### src/rtl/noc_flit_receiver.sv
// Terminating receiver for a credit-based NoC link: buffers flits, streams them to an endpoint,
// returns one credit per drained flit and checks packet framing.
module noc_flit_receiver #(
   parameter int unsigned FLIT_WIDTH        = 128,
   parameter int unsigned DEST_WIDTH        = 6,
   parameter int unsigned FLIT_BUFFER_DEPTH = 4,
   parameter int unsigned CNT_WIDTH         = 16
) (
   input  logic                  clk_noc,
   input  logic                  rst_n,
   input  logic [FLIT_WIDTH-1:0] data_in,
   input  logic [DEST_WIDTH-1:0] dest_in,
   input  logic                  is_tail_in,
   input  logic                  send_in,
   output logic                  credit_out,
   output logic                  out_valid,
   input  logic                  out_ready,
   output logic [FLIT_WIDTH-1:0] out_data,
   output logic [DEST_WIDTH-1:0] out_dest,
   output logic                  out_last,
   output logic [CNT_WIDTH-1:0]  pkt_count,
   output logic                  overflow_err,
   output logic                  dest_err
);

   localparam int unsigned PtrW = $clog2(FLIT_BUFFER_DEPTH);
   localparam int unsigned OccW = PtrW + 1;
   localparam logic [OccW-1:0] OccFull = OccW'(FLIT_BUFFER_DEPTH);

   typedef enum logic [0:0] {
      StHead,
      StBody
   } state_e;

   // Flit storage
   logic [FLIT_WIDTH-1:0] data_mem [FLIT_BUFFER_DEPTH];
   logic [DEST_WIDTH-1:0] dest_mem [FLIT_BUFFER_DEPTH];
   logic                  last_mem [FLIT_BUFFER_DEPTH];

   logic [PtrW-1:0] wr_ptr_q, wr_ptr_d;
   logic [PtrW-1:0] rd_ptr_q, rd_ptr_d;
   logic [OccW-1:0] occ_q, occ_d;

   logic            credit_q;
   logic            overflow_q, overflow_d;

   state_e                state_q, state_d;
   logic [DEST_WIDTH-1:0] head_dest_q, head_dest_d;
   logic [CNT_WIDTH-1:0]  pkt_count_q, pkt_count_d;
   logic                  dest_err_q, dest_err_d;

   logic full;
   logic push;
   logic pop;

   assign out_valid = (occ_q != '0);
   assign full      = (occ_q == OccFull);
   assign pop       = out_valid && out_ready;
   // A full buffer still accepts a flit when the head is drained on the same edge.
   assign push      = send_in && (!full || pop);

   assign out_data = data_mem[rd_ptr_q];
   assign out_dest = dest_mem[rd_ptr_q];
   assign out_last = last_mem[rd_ptr_q];

   assign credit_out   = credit_q;
   assign overflow_err = overflow_q;
   assign dest_err     = dest_err_q;
   assign pkt_count    = pkt_count_q;

   always_ff @(posedge clk_noc) begin
      if (push) begin
         data_mem[wr_ptr_q] <= data_in;
         dest_mem[wr_ptr_q] <= dest_in;
         last_mem[wr_ptr_q] <= is_tail_in;
      end
   end

   always_comb begin
      wr_ptr_d   = wr_ptr_q;
      rd_ptr_d   = rd_ptr_q;
      occ_d      = occ_q;
      overflow_d = overflow_q;
      if (push) begin
         wr_ptr_d = wr_ptr_q + PtrW'(1);
      end
      if (pop) begin
         rd_ptr_d = rd_ptr_q + PtrW'(1);
      end
      case ({push, pop})
         2'b10:   occ_d = occ_q + OccW'(1);
         2'b01:   occ_d = occ_q - OccW'(1);
         default: occ_d = occ_q;
      endcase
      if (send_in && !push) begin
         overflow_d = 1'b1;
      end
   end

   // Framing tracker advances only on pops, so it sees flits in delivery order.
   always_comb begin
      state_d     = state_q;
      head_dest_d = head_dest_q;
      pkt_count_d = pkt_count_q;
      dest_err_d  = dest_err_q;
      if (pop) begin
         unique case (state_q)
            StHead: begin
               head_dest_d = out_dest;
               state_d     = out_last ? StHead : StBody;
            end
            StBody: begin
               if (out_dest != head_dest_q) begin
                  dest_err_d = 1'b1;
               end
               state_d = out_last ? StHead : StBody;
            end
            default: state_d = StHead;
         endcase
         if (out_last) begin
            pkt_count_d = pkt_count_q + CNT_WIDTH'(1);
         end
      end
   end

   always_ff @(posedge clk_noc) begin
      if (!rst_n) begin
         wr_ptr_q    <= '0;
         rd_ptr_q    <= '0;
         occ_q       <= '0;
         credit_q    <= 1'b0;
         overflow_q  <= 1'b0;
         state_q     <= StHead;
         head_dest_q <= '0;
         pkt_count_q <= '0;
         dest_err_q  <= 1'b0;
      end else begin
         wr_ptr_q    <= wr_ptr_d;
         rd_ptr_q    <= rd_ptr_d;
         occ_q       <= occ_d;
         credit_q    <= pop;
         overflow_q  <= overflow_d;
         state_q     <= state_d;
         head_dest_q <= head_dest_d;
         pkt_count_q <= pkt_count_d;
         dest_err_q  <= dest_err_d;
      end
   end

endmodule

### config.mk
export PLATFORM = sky130hd
export DESIGN_NAME = noc_flit_receiver
export DESIGN_NICKNAME = d
export VERILOG_FILES = /design/src/rtl/noc_flit_receiver.sv
export SDC_FILE = /design/constraint.sdc
export NUM_CORES = 1
export LEC_CHECK = 0
export BUFFER_PORTS_ARGS = -buffer_cell sky130_fd_sc_hd__buf_2
export CAP_MARGIN = 20
export CORE_UTILIZATION = 43
export CTS_BUF_LIST = sky130_fd_sc_hd__clkbuf_4 sky130_fd_sc_hd__clkbuf_8 sky130_fd_sc_hd__clkbuf_16
export CTS_CLUSTER_DIAMETER = 80
export DETAILED_ROUTE_END_ITERATION = 10
export GPL_TIMING_DRIVEN = 0
export PLACE_DENSITY = 0.66
export SETUP_SLACK_MARGIN = 0.5
export SLEW_MARGIN = 20
export SYNTH_ARGS = -nofsm -noshare
export SYNTH_HDL_FRONTEND = slang
export SYNTH_SLANG_ARGS = --single-unit
### constraint.sdc
create_clock -name clk_noc -period 4.3 [get_ports clk_noc]
set_input_delay 0.43 -clock clk_noc [delete_from_list [all_inputs] [get_ports clk_noc]]
set_output_delay 0.43 -clock clk_noc [all_outputs]
set_load 0.1 [all_outputs]
==> flow_metrics.env <==
export IMPL_slew_headroom_pct=27.70
export IMPL_synth_area_leaders="edfxtp_1, mux4_2, dfxtp_1"
export IMPL_root_buffer="clkbuf_16"
export IMPL_pwr_share_seq_pct=41.3
export IMPL_pin_count=294
export IMPL_port_buffers=293
export IMPL_synth_area_leader_cell="edfxtp_1"
export IMPL_fillerInstances=3669
export IMPL_p_switching_mw=5.586
export IMPL_final_cells=1970
export IMPL_hold_ws_ns=0.03863
export IMPL_htree_levels=2
export IMPL_mappedNetlistArea_um2=21040
export IMPL_power_frac_clock_pct=30.8
export IMPL_vias=10360
export IMPL_crit_end="out_data[11]"
export IMPL_top_layer="met5"
export IMPL_tightest_slew_ns=1.075
export IMPL_crit_path_top_delay_cell="clkbuf_1"
export IMPL_grt_first_pass_wirelength_um=63290
export IMPL_initial_core_util_pct=43.79
export IMPL_place_congestion=0.7660
export IMPL_rrSetupSlack_ns=1.94
export IMPL_numCtsBuffers=58
export IMPL_nets=1451
export IMPL_wl_per_cell_um=21.31
export IMPL_clockBufferDepth=3
export IMPL_peakVddDrop_mv=0.4316
export IMPL_drt_iter0_markers=671
export IMPL_worstSetupPathType="reg -> out"
export IMPL_fin_area_um2=25980
export IMPL_viasPerCell=5.260
export IMPL_track_usage_pct=17.03
export IMPL_grt_ovfl_total=0
export IMPL_ant_nets=0
export IMPL_drtPass1Iterations=5
export IMPL_setup_viol=0
export IMPL_crit_top_cell="buf_2"
export IMPL_ys_seq_area_share_pct=80.41
export IMPL_min_period_ns=3.430
export IMPL_clkTransAtPathRegs_ns=0.06
export IMPL_fin_crit_sh_pct=79.76
export IMPL_min_from="data_in[56]"
export IMPL_drive_gt1_share_pct=41.42
export IMPL_num_rows=80
export IMPL_synth_top_area_share_pct=77.08
export IMPL_r2r_start="occ_q[1]"
export IMPL_p_sw_share_pct=35.12
export IMPL_cp_cell_sequence="buf_2 > clkbuf_2 > clkbuf_1 > mux4_2 > buf_2"
export IMPL_post_dp_cell_area_um2=23590
export IMPL_final_common_cell="edfxtp_1"
export IMPL_worstPathMaxFanout=10
export IMPL_wl_met2_um=21010
export IMPL_finClkSkew_ns=0.02076
export IMPL_critical_path_max_stage_delay_ns=0.60
export IMPL_synth_distinct_cells=39
export IMPL_avgSynthCellArea_um2=23.61
export IMPL_grt_pass1_vias=10640
export IMPL_combPwrFrac_pct=27.9
export IMPL_final_core_util_pct=54.08
export IMPL_drv_cap=0
export IMPL_dp_hpwl_um=26560
export IMPL_die_x_um=223.2
export IMPL_die_y_um=223.2
export IMPL_yosysWarnings=0
export IMPL_syn_nets=1036
export IMPL_p_leak_nw=8.806
export IMPL_grt_start_max_net_pins=47
export IMPL_r2r_cells=4
export IMPL_setup_ws_ns=0.8705
export IMPL_wirelength_um=41980
export IMPL_startpoint_type="register"
export IMPL_dr_wl_met3_um=2847
export IMPL_antenna_found_initial=5
export IMPL_drc=0
export IMPL_arrival_ns=3.00
export IMPL_synthCells=891
export IMPL_powerDensity_nw_per_um2=612.1
export IMPL_area_delta_synth_final_pct=23.50
export IMPL_dp_slack_ns=1.055
export IMPL_synth_seq_cells=575
export IMPL_p_int_mw=10.32
export IMPL_outcome="complete, no violations"
export IMPL_cts_sinks=575
export IMPL_final_max_slew_viol_count=0
export IMPL_clock_latency_ns=0.61
export IMPL_cts_tree="built"
export IMPL_timing_critical_path_to_type="output port"
export IMPL_met1_length_um=17120
export IMPL_place_inst=1811
export IMPL_fmax_mhz=291.6
export IMPL_final_cell_mix="edfxtp_1, buf_2, mux4_2"
export IMPL_rr_endpoint="data_mem[3][120]"
export IMPL_hold_viol=0
export IMPL_crit_required_ns=3.87
export IMPL_dieArea_um2=49810
export IMPL_hold_class="in -> reg"
export IMPL_core_area_um2=48050
export IMPL_rsz0062_at_grt="no"
## routing by layer
layer  track usage [%]  up-vias
met5                 0        -
met4             5.806        6
met3             4.912       69
met2             28.08      269
met1             21.67     5402
li1                  -     4617
## cell families after synthesis
| group | count (synthesis) | synth area share, % |
|---|---|---|
| and+or+nand+nor | 75 | 1.980 |
| adders and majority gates | 6 | 0.3925 |
| muxes | 136 | 14.50 |
| buffers and inverters | 42 | 0.9397 |
| xor gates and xnor gates | 14 | 0.5829 |
| DFF | 575 | 80.41 |
| AOI/OAI and AO/OA | 43 | 1.196 |
## repair_timing
item / 4_1_cts / 5_1_grt
setup endpoints to repair: 91 / 0
resized for setup: 3 / 0
hold buffers: 50 / 0
buffers inserted: 0 / 0
hold endpoints to repair: 177 / 0
## how the worst min path moves through the flow
stage                            endpoint  cells past startpoint
after detailed placement    pkt_count[15]                      2
after global placement      pkt_count[15]                      2
after global routing      data_mem[3][43]                      1
final                     data_mem[2][56]                      1
after CTS                 data_mem[2][73]                      1
after floorplan            head_dest_q[0]                      2
## synth_stat cells, drive strengths merged
library cell,count
a211oi,1
a21o,1
a21oi,20
and2,2
and3,7
and4,1
buf,21
clkbuf,16
dfxtp,35
edfxtp,540
fa,1
ha,5
inv,5
mux2i,1
mux4,135
nand2,18
nand2b,4
nand3,5
nand4,6
nor2,14
nor3,4
nor3b,1
nor4,2
nor4b,2
o21a,1
o21ai,11
o311ai,2
o31a,1
o31ai,4
o41ai,2
or3,4
or4,4
or4b,1
xnor2,2
xor2,12
## flip-flops by register name, indices dropped and copies added, names as in the netlist, named ones only
name,flops
data_mem,512
dest_mem,24
pkt_count,16
head_dest_q,6
last_mem,4
occ_q,3
rd_ptr_q,2
wr_ptr_q,2
credit_out,1
dest_err,1
overflow_err,1
state_q,1
## through the flow
| step | power [mW] | TNS [ns] |
|---|---|---|
| after floorplan | 10.34 | 0 |
| after global placement | 11.08 | -35.60 |
| after detailed placement | 11.13 | 0 |
| after CTS | 16.10 | 0 |
| after global routing | 16.44 | 0 |
| final | 15.90 | 0 |
## power groups by stage
stage / logic (mW) / clock network (mW) / registers [mW]
finish: 4.44 / 4.90 / 6.57
global route: 4.61 / 5.23 / 6.59
CTS: 4.50 / 5.04 / 6.57
global placement: 4.38 / 0 / 6.71
detailed placement: 4.45 / 0 / 6.69
floorplan: 3.63 / 0 / 6.71
## layout make-up
cell class              instances  area [µm²]  share of cell area [%]
clock inverters                36       325.3                   1.252
well taps                     615       769.5                   2.962
diodes                          3       7.507                 0.02889
multi-input cells             274        3944                   15.18
clock buffers                  70        1559                   6.000
inverters                       5       18.77                 0.07223
repair buffers                355        2260                   8.697
flip-flops and latches        575       16920                   65.11
plain buffers                  37       182.7                  0.7031
## worst max-delay path: cells and delay by family (launching register included)
kind / cells / cell delay (ns)
buffers and inverters: 4 / 1.74
multiplexers: 1 / 0.34
flip-flops: 1 / 0.31
Power figures use the tool's default switching activity.
